[src/rtl/sdram8_arbiter.sv]
// Three-port arbiter in front of the 8-bit SDRAM controller: fixed 8-cycle
// access/refresh slots, port 0 strict priority, ports 1/2 round-robin.
module sdram8_arbiter #(
  parameter int unsigned REFRESH_CYCLES = 499
) (
  input  logic        clk,
  input  logic        reset_n,
  input  logic        p0_req,
  input  logic        p0_we,
  input  logic [22:0] p0_addr,
  input  logic [7:0]  p0_din,
  input  logic        p1_req,
  input  logic        p1_we,
  input  logic [22:0] p1_addr,
  input  logic [7:0]  p1_din,
  input  logic        p2_req,
  input  logic        p2_we,
  input  logic [22:0] p2_addr,
  input  logic [7:0]  p2_din,
  output logic        p0_ack,
  output logic        p1_ack,
  output logic        p2_ack,
  output logic [7:0]  rdata,
  input  logic        sd_ready,
  output logic        sd_cs,
  output logic        sd_we,
  output logic [22:0] sd_addr,
  output logic [7:0]  sd_din,
  input  logic [7:0]  sd_dout,
  output logic        sd_refresh,
  output logic        missed_refresh
);

  localparam int unsigned AW = 23;
  localparam int unsigned DW = 8;
  localparam int unsigned RW = 10;
  localparam int unsigned CW = 3;
  localparam logic [CW-1:0] T6   = CW'(6);
  localparam logic [CW-1:0] LAST = CW'(7);
  localparam logic [RW-1:0] REF_LAST = RW'(REFRESH_CYCLES - 1);

  typedef enum logic [2:0] {
    S_INIT,
    S_GUARD,
    S_IDLE,
    S_ACCESS,
    S_REFRESH
  } state_t;

  state_t          state_q;
  logic [CW-1:0]   cnt_q;
  logic [1:0]      port_q;
  logic            rr_q;        // 0: port 1 preferred, 1: port 2 preferred
  logic [RW-1:0]   ref_cnt_q, ref_cnt_d;
  logic            ref_pend_q, ref_pend_d;
  logic            missed_q, missed_d;
  logic [2:0]      ack_q;
  logic [DW-1:0]   rdata_q;
  logic            sd_cs_q;
  logic            sd_we_q;
  logic [AW-1:0]   sd_addr_q;
  logic [DW-1:0]   sd_din_q;
  logic            sd_refresh_q;

  logic            ref_run, ref_expire, grant_ref;
  logic            p1_wins, grant_acc;
  logic [1:0]      grant_port;
  logic            sel_we;
  logic [AW-1:0]   sel_addr;
  logic [DW-1:0]   sel_din;

  // Refresh interval timer; frozen while the controller is (re)initialising.
  always_comb begin
    ref_run    = (state_q == S_IDLE) || (state_q == S_ACCESS) || (state_q == S_REFRESH);
    ref_expire = ref_run && (ref_cnt_q == REF_LAST);
    grant_ref  = (state_q == S_IDLE) && sd_ready && (ref_pend_q || ref_expire);
    ref_cnt_d  = ref_cnt_q;
    if (ref_expire) begin
      ref_cnt_d = '0;
    end else if (ref_run) begin
      ref_cnt_d = ref_cnt_q + 1'b1;
    end
    ref_pend_d = ref_pend_q;
    if (grant_ref) begin
      ref_pend_d = 1'b0;
    end else if (ref_expire) begin
      ref_pend_d = 1'b1;
    end
    missed_d = missed_q | (ref_expire & ref_pend_q);
  end

  // Port selection: port 0 first, then the round-robin pair.
  always_comb begin
    p1_wins    = p1_req && (!rr_q || !p2_req);
    grant_acc  = 1'b0;
    grant_port = 2'd0;
    sel_we     = p0_we;
    sel_addr   = p0_addr;
    sel_din    = p0_din;
    if (p0_req) begin
      grant_acc = 1'b1;
    end else if (p1_wins) begin
      grant_acc  = 1'b1;
      grant_port = 2'd1;
      sel_we     = p1_we;
      sel_addr   = p1_addr;
      sel_din    = p1_din;
    end else if (p2_req) begin
      grant_acc  = 1'b1;
      grant_port = 2'd2;
      sel_we     = p2_we;
      sel_addr   = p2_addr;
      sel_din    = p2_din;
    end
  end

  always_ff @(posedge clk) begin
    if (!reset_n) begin
      state_q      <= S_INIT;
      cnt_q        <= '0;
      port_q       <= 2'd0;
      rr_q         <= 1'b0;
      ref_cnt_q    <= '0;
      ref_pend_q   <= 1'b0;
      missed_q     <= 1'b0;
      ack_q        <= '0;
      rdata_q      <= '0;
      sd_cs_q      <= 1'b0;
      sd_we_q      <= 1'b0;
      sd_addr_q    <= '0;
      sd_din_q     <= '0;
      sd_refresh_q <= 1'b0;
    end else begin
      ref_cnt_q    <= ref_cnt_d;
      ref_pend_q   <= ref_pend_d;
      missed_q     <= missed_d;
      ack_q        <= '0;
      sd_refresh_q <= 1'b0;
      if (!sd_ready) begin
        // Controller lost: abort the slot without ack, request stays pending.
        state_q   <= S_INIT;
        cnt_q     <= '0;
        sd_cs_q   <= 1'b0;
        sd_we_q   <= 1'b0;
        sd_addr_q <= '0;
        sd_din_q  <= '0;
      end else begin
        unique case (state_q)
          S_INIT: begin
            state_q <= S_GUARD;
            cnt_q   <= '0;
          end
          S_GUARD: begin
            cnt_q <= cnt_q + 1'b1;
            if (cnt_q == LAST) state_q <= S_IDLE;
          end
          S_IDLE: begin
            cnt_q <= '0;
            if (grant_ref) begin
              state_q      <= S_REFRESH;
              sd_refresh_q <= 1'b1;
            end else if (grant_acc) begin
              state_q   <= S_ACCESS;
              sd_cs_q   <= 1'b1;
              port_q    <= grant_port;
              sd_we_q   <= sel_we;
              sd_addr_q <= sel_addr;
              sd_din_q  <= sel_din;
              if (grant_port != 2'd0) rr_q <= (grant_port == 2'd1);
            end
          end
          S_ACCESS: begin
            cnt_q <= cnt_q + 1'b1;
            if (cnt_q == T6) begin
              sd_cs_q <= 1'b0;
              ack_q   <= 3'b001 << port_q;
              if (!sd_we_q) rdata_q <= sd_dout;
            end
            if (cnt_q == LAST) state_q <= S_IDLE;
          end
          S_REFRESH: begin
            cnt_q <= cnt_q + 1'b1;
            if (cnt_q == LAST) state_q <= S_IDLE;
          end
          default: state_q <= S_INIT;
        endcase
      end
    end
  end

  assign p0_ack         = ack_q[0];
  assign p1_ack         = ack_q[1];
  assign p2_ack         = ack_q[2];
  assign rdata          = rdata_q;
  assign sd_cs          = sd_cs_q;
  assign sd_we          = sd_we_q;
  assign sd_addr        = sd_addr_q;
  assign sd_din         = sd_din_q;
  assign sd_refresh     = sd_refresh_q;
  assign missed_refresh = missed_q;

endmodule

[config.mk]
export PLATFORM = sky130hd
export DESIGN_NAME = sdram8_arbiter
export DESIGN_NICKNAME = d
export VERILOG_FILES = /design/src/rtl/sdram8_arbiter.sv
export SDC_FILE = /design/constraint.sdc
export NUM_CORES = 1
export LEC_CHECK = 0
export BUFFER_PORTS_ARGS = -buffer_cell sky130_fd_sc_hd__buf_4
export CORE_ASPECT_RATIO = 0.5
export CORE_MARGIN = 3
export CORE_UTILIZATION = 46
export DETAILED_ROUTE_END_ITERATION = 6
export GPL_ROUTABILITY_DRIVEN = 1
export PLACE_DENSITY = 0.81
export SYNTH_ARGS = -nofsm -noshare
export SYNTH_HDL_FRONTEND = slang
export SYNTH_SLANG_ARGS = --single-unit
[constraint.sdc]
create_clock -name clk -period 2.2 [get_ports clk]
set_clock_uncertainty 0.15 [all_clocks]
set_input_delay 0.11 -clock clk [delete_from_list [all_inputs] [get_ports clk]]
set_output_delay 0.11 -clock clk [all_outputs]
set_load 0.02 [all_outputs]
==> out/summary.txt <==
Flop2flop setup slack - 0.12 ns
Post-synth ARST share - 0
Post-CTS Setup Inserts - 0
Leading area contributor after synthesis - dfxtp_1
Placer congestion estimate - 0.8419
Core Rows - 20
Routed WL per cell - 16.32 um
CP delay by family, top - simple AND/OR/NAND/NOR gates
Leak - 0.002062 uW
Critical Path RT - 2.27 ns
Pwr dens - 628.0 mW/mm^2
Design Area, Final - 0.004751 mm^2
Pre-antenna DRT Iters - 7
WP data arrival - 2.15 ns
Crit path cell chain - inv_1 -> ha_1 -> nor4b_2 -> and3_1 -> or3_1 -> o31a_1 -> o21a_1
Number of synthesized flops with an enable pin - 0
Detail Route Antenna Nets - 0
Final nets - 597
Max-slew violations - 0
Chip width - 121.5 um
First-pass GRT wire length - 14.45 mm
Number of synthesized register bits - 66
Area of the multi-input gates - 0.001620 mm^2
Largest cells by area after synthesis - dfxtp_1 43%, a222oi_1 10%, a211oi_2 9.0%
Mean Syn Cell Area - 9.682 um^2
Clock transition at the registers of the reported paths - 0.05 ns
Ys flop type - dfxtp_1
Final setup fails - 0
Synth unique cells - 45
# IOs - 156
Vias - 3173
CP endpoint kind - register
Run status - complete, but fails checks
Initial antenna violation count - 0
CP Launch Point - ref_cnt_q[0]
GRT overflow - 0
PostCTS Resize Cnt - 0
Synthesized net count - 432
Design Power - 2983 uW
Slew headroom - 0.6990
HP Start - p0_req
Startpoint types - register
Hold crit path type - input pin to register
Root Buffer - clkbuf_16
Core area - 0.006256 mm^2
Worst r2r dst - rr_q
Final hold violation count - 0
Worst setup path class - register to register
CTS H-tree lvls - 3
Largest net degree at the start of global routing - 35
Critical path fanouts, max - 6
Reg2Reg Launch Point - ref_cnt_q[0]
Initial Utilization - 0.4906
Synthesized area - 0.003069 mm^2
WP buf/inv - 1
Drt drc - 6
DIE AREA - 0.007748 mm^2
Syn-to-layout area delta - 54.79%
CTS tree - yes
CTS Buf Count - 9
Ys Warns - 0
Post-Syn Instances - 317
FILL cells - 456
Share of cells above drive strength 1 - 0.4403
Hpwl dp - 7.016 mm
Crit path largest cell delay - 0.39 ns
Avg Vias per Cell - 5.528
Violated checks - DRC
Min-Delay Endpoint - rr_q
Max Freq - 481.6 MHz
Post-layout min period - 2.077 ns
Worst Tran Pin Value - 0.4480 ns
Drt initial violations - 245
CP max stage cell - dfxtp_1
Worst reg2reg path depth - 7
Die Height - 63.76 um
Sequential Area - 0.001321 mm^2
Clk_lat worst skew - 0.32 ns
Number of global-route vias before repair - 3131
Seq/Total Area, Yosys - 0.4305
Port Buf Inserts - 155
Clock buffer depth - 2
Post-DP Area - 0.004357 mm^2
Setup TNS - 0 ns
Final WL - 9.366 mm
Ant diodes - 0
GRT Overall Usage - 0.2317
Final period util - 0.9439
RSZ-0062 raised after global routing - no
Sink Count - 66
Post-synth top area share - 0.4305
Maxcap violations - 0
Peak VDD IR - 0.0003895 V
Hold path depth - 3
[layout make-up]
class / instances / area share
multi-input combinational: 222 / 0.3411
clock buffer: 10 / 0.05030
timing repair buffer: 178 / 0.2918
clock inverter: 5 / 0.01159
sequential: 66 / 0.2781
tap: 88 / 0.02318
inverter: 5 / 0.003950
[state kept, by name, summed over array words and instances, names as in the netlist]
register,cells
ack_q,3
rdata,8
sd_we,1
ref_cnt_q,10
ref_pend_q,1
sd_din,8
cnt_q,3
sd_addr,23
sd_cs,1
rr_q,1
missed_refresh,1
port_q,2
sd_refresh,1
state_q,3
[kinds of logic (layout without fill, tap and decap cells)]
kind of cell	after synthesis	count (layout)	share of synthesized area
and+or+nand+nor	108	108	0.1647
AOI/OAI and AO/OA	88	88	0.2727
buffers and inverters	29	198	0.04688
adders and majority gates	5	5	0.02038
DFF	66	66	0.4305
muxes	11	11	0.03628
xor gates and xnor gates	10	10	0.02854
[worst max-delay path by stage]
| stage | endpoint | slack (ns) | depth (start not counted) |
|---|---|---|---|
| 2_1_floorplan | rr_q | 0.28 | 7 |
| 3_3_place_gp | rr_q | 0.23 | 7 |
| 3_5_place_dp | rr_q | 0.14 | 7 |
| 4_1_cts | rr_q | 0.14 | 7 |
| 5_1_grt | port_q[0] | 0.05 | 7 |
| 6_report | rr_q | 0.12 | 7 |
[placed cells by master (no fill, tap or decap), drive strengths merged, types with 2 or more instances in the layout]
| cell type | Yosys | routed |
|---|---|---|
| and4 | 2 | 2 |
| clkinvlp | 0 | 2 |
| mux2i | 10 | 10 |
| inv | 5 | 5 |
| nor3 | 4 | 4 |
| o21bai | 2 | 2 |
| xor2 | 7 | 7 |
| a31oi | 2 | 2 |
| xnor2 | 3 | 3 |
| ha | 5 | 5 |
| dlygate4sd3 | 0 | 10 |
| clkbuf | 15 | 10 |
| nor2 | 65 | 65 |
| a211oi | 35 | 35 |
| nand2 | 11 | 11 |
| dfxtp | 66 | 66 |
| a21oi | 7 | 7 |
| a22oi | 2 | 2 |
| clkinv | 0 | 2 |
| nand3 | 5 | 5 |
| nand2b | 3 | 3 |
| buf | 9 | 168 |
| nand3b | 4 | 4 |
| nand4 | 3 | 3 |
| a222oi | 32 | 32 |
| nor3b | 2 | 2 |
[layer usage]
metal	up-vias	routed length, um	global-route usage
met2	104	5187	0.4674
li1	1542	-	-
met5	-	0	0
met3	12	516	0.04951
met4	0	99	0.06285
met1	1515	3563	0.2412
[where the power goes]
part           internal (uW)  switching (uW)  total (uW)
combinational            210             164         374
clock                    896             495        1390
sequential              1210            11.0        1220
total                   2310             670        2980
[synth_stat cells (4+ instances only)]
cell,number
a211oi_1,13
a211oi_2,22
a21oi_1,7
a222oi_1,32
buf_2,4
clkbuf_1,15
dfxtp_1,66
ha_1,5
inv_1,5
mux2i_1,10
nand2_1,11
nand3_1,5
nand3b_1,4
nor2_1,65
nor3_1,4
xor2_1,7
[through the flow]
stage	hold WS, ns	cells	utilization	setup slack (ns)
3_5_place_dp	0.2024	549	0.6964	0.1437
5_1_grt	0.02242	574	0.7594	0.05044
3_3_place_gp	0.1899	549	0.6964	0.2258
4_1_cts	0.005646	574	0.7594	0.1399
6_report	0.01499	574	0.7594	0.1234
2_1_floorplan	0.07379	317	-	0.2796
[tightest hold or removal path: stages]
cell    delay (ns)
buf_4         0.12
o31a_1        0.13
o21a_1        0.10
[repair_timing]
item	4_1_cts	5_1_grt
hold endpoints to repair	13	0
endpoints found under the setup margin	0	0
hold buffers	10	0
(Power assumes the default switching activity.)
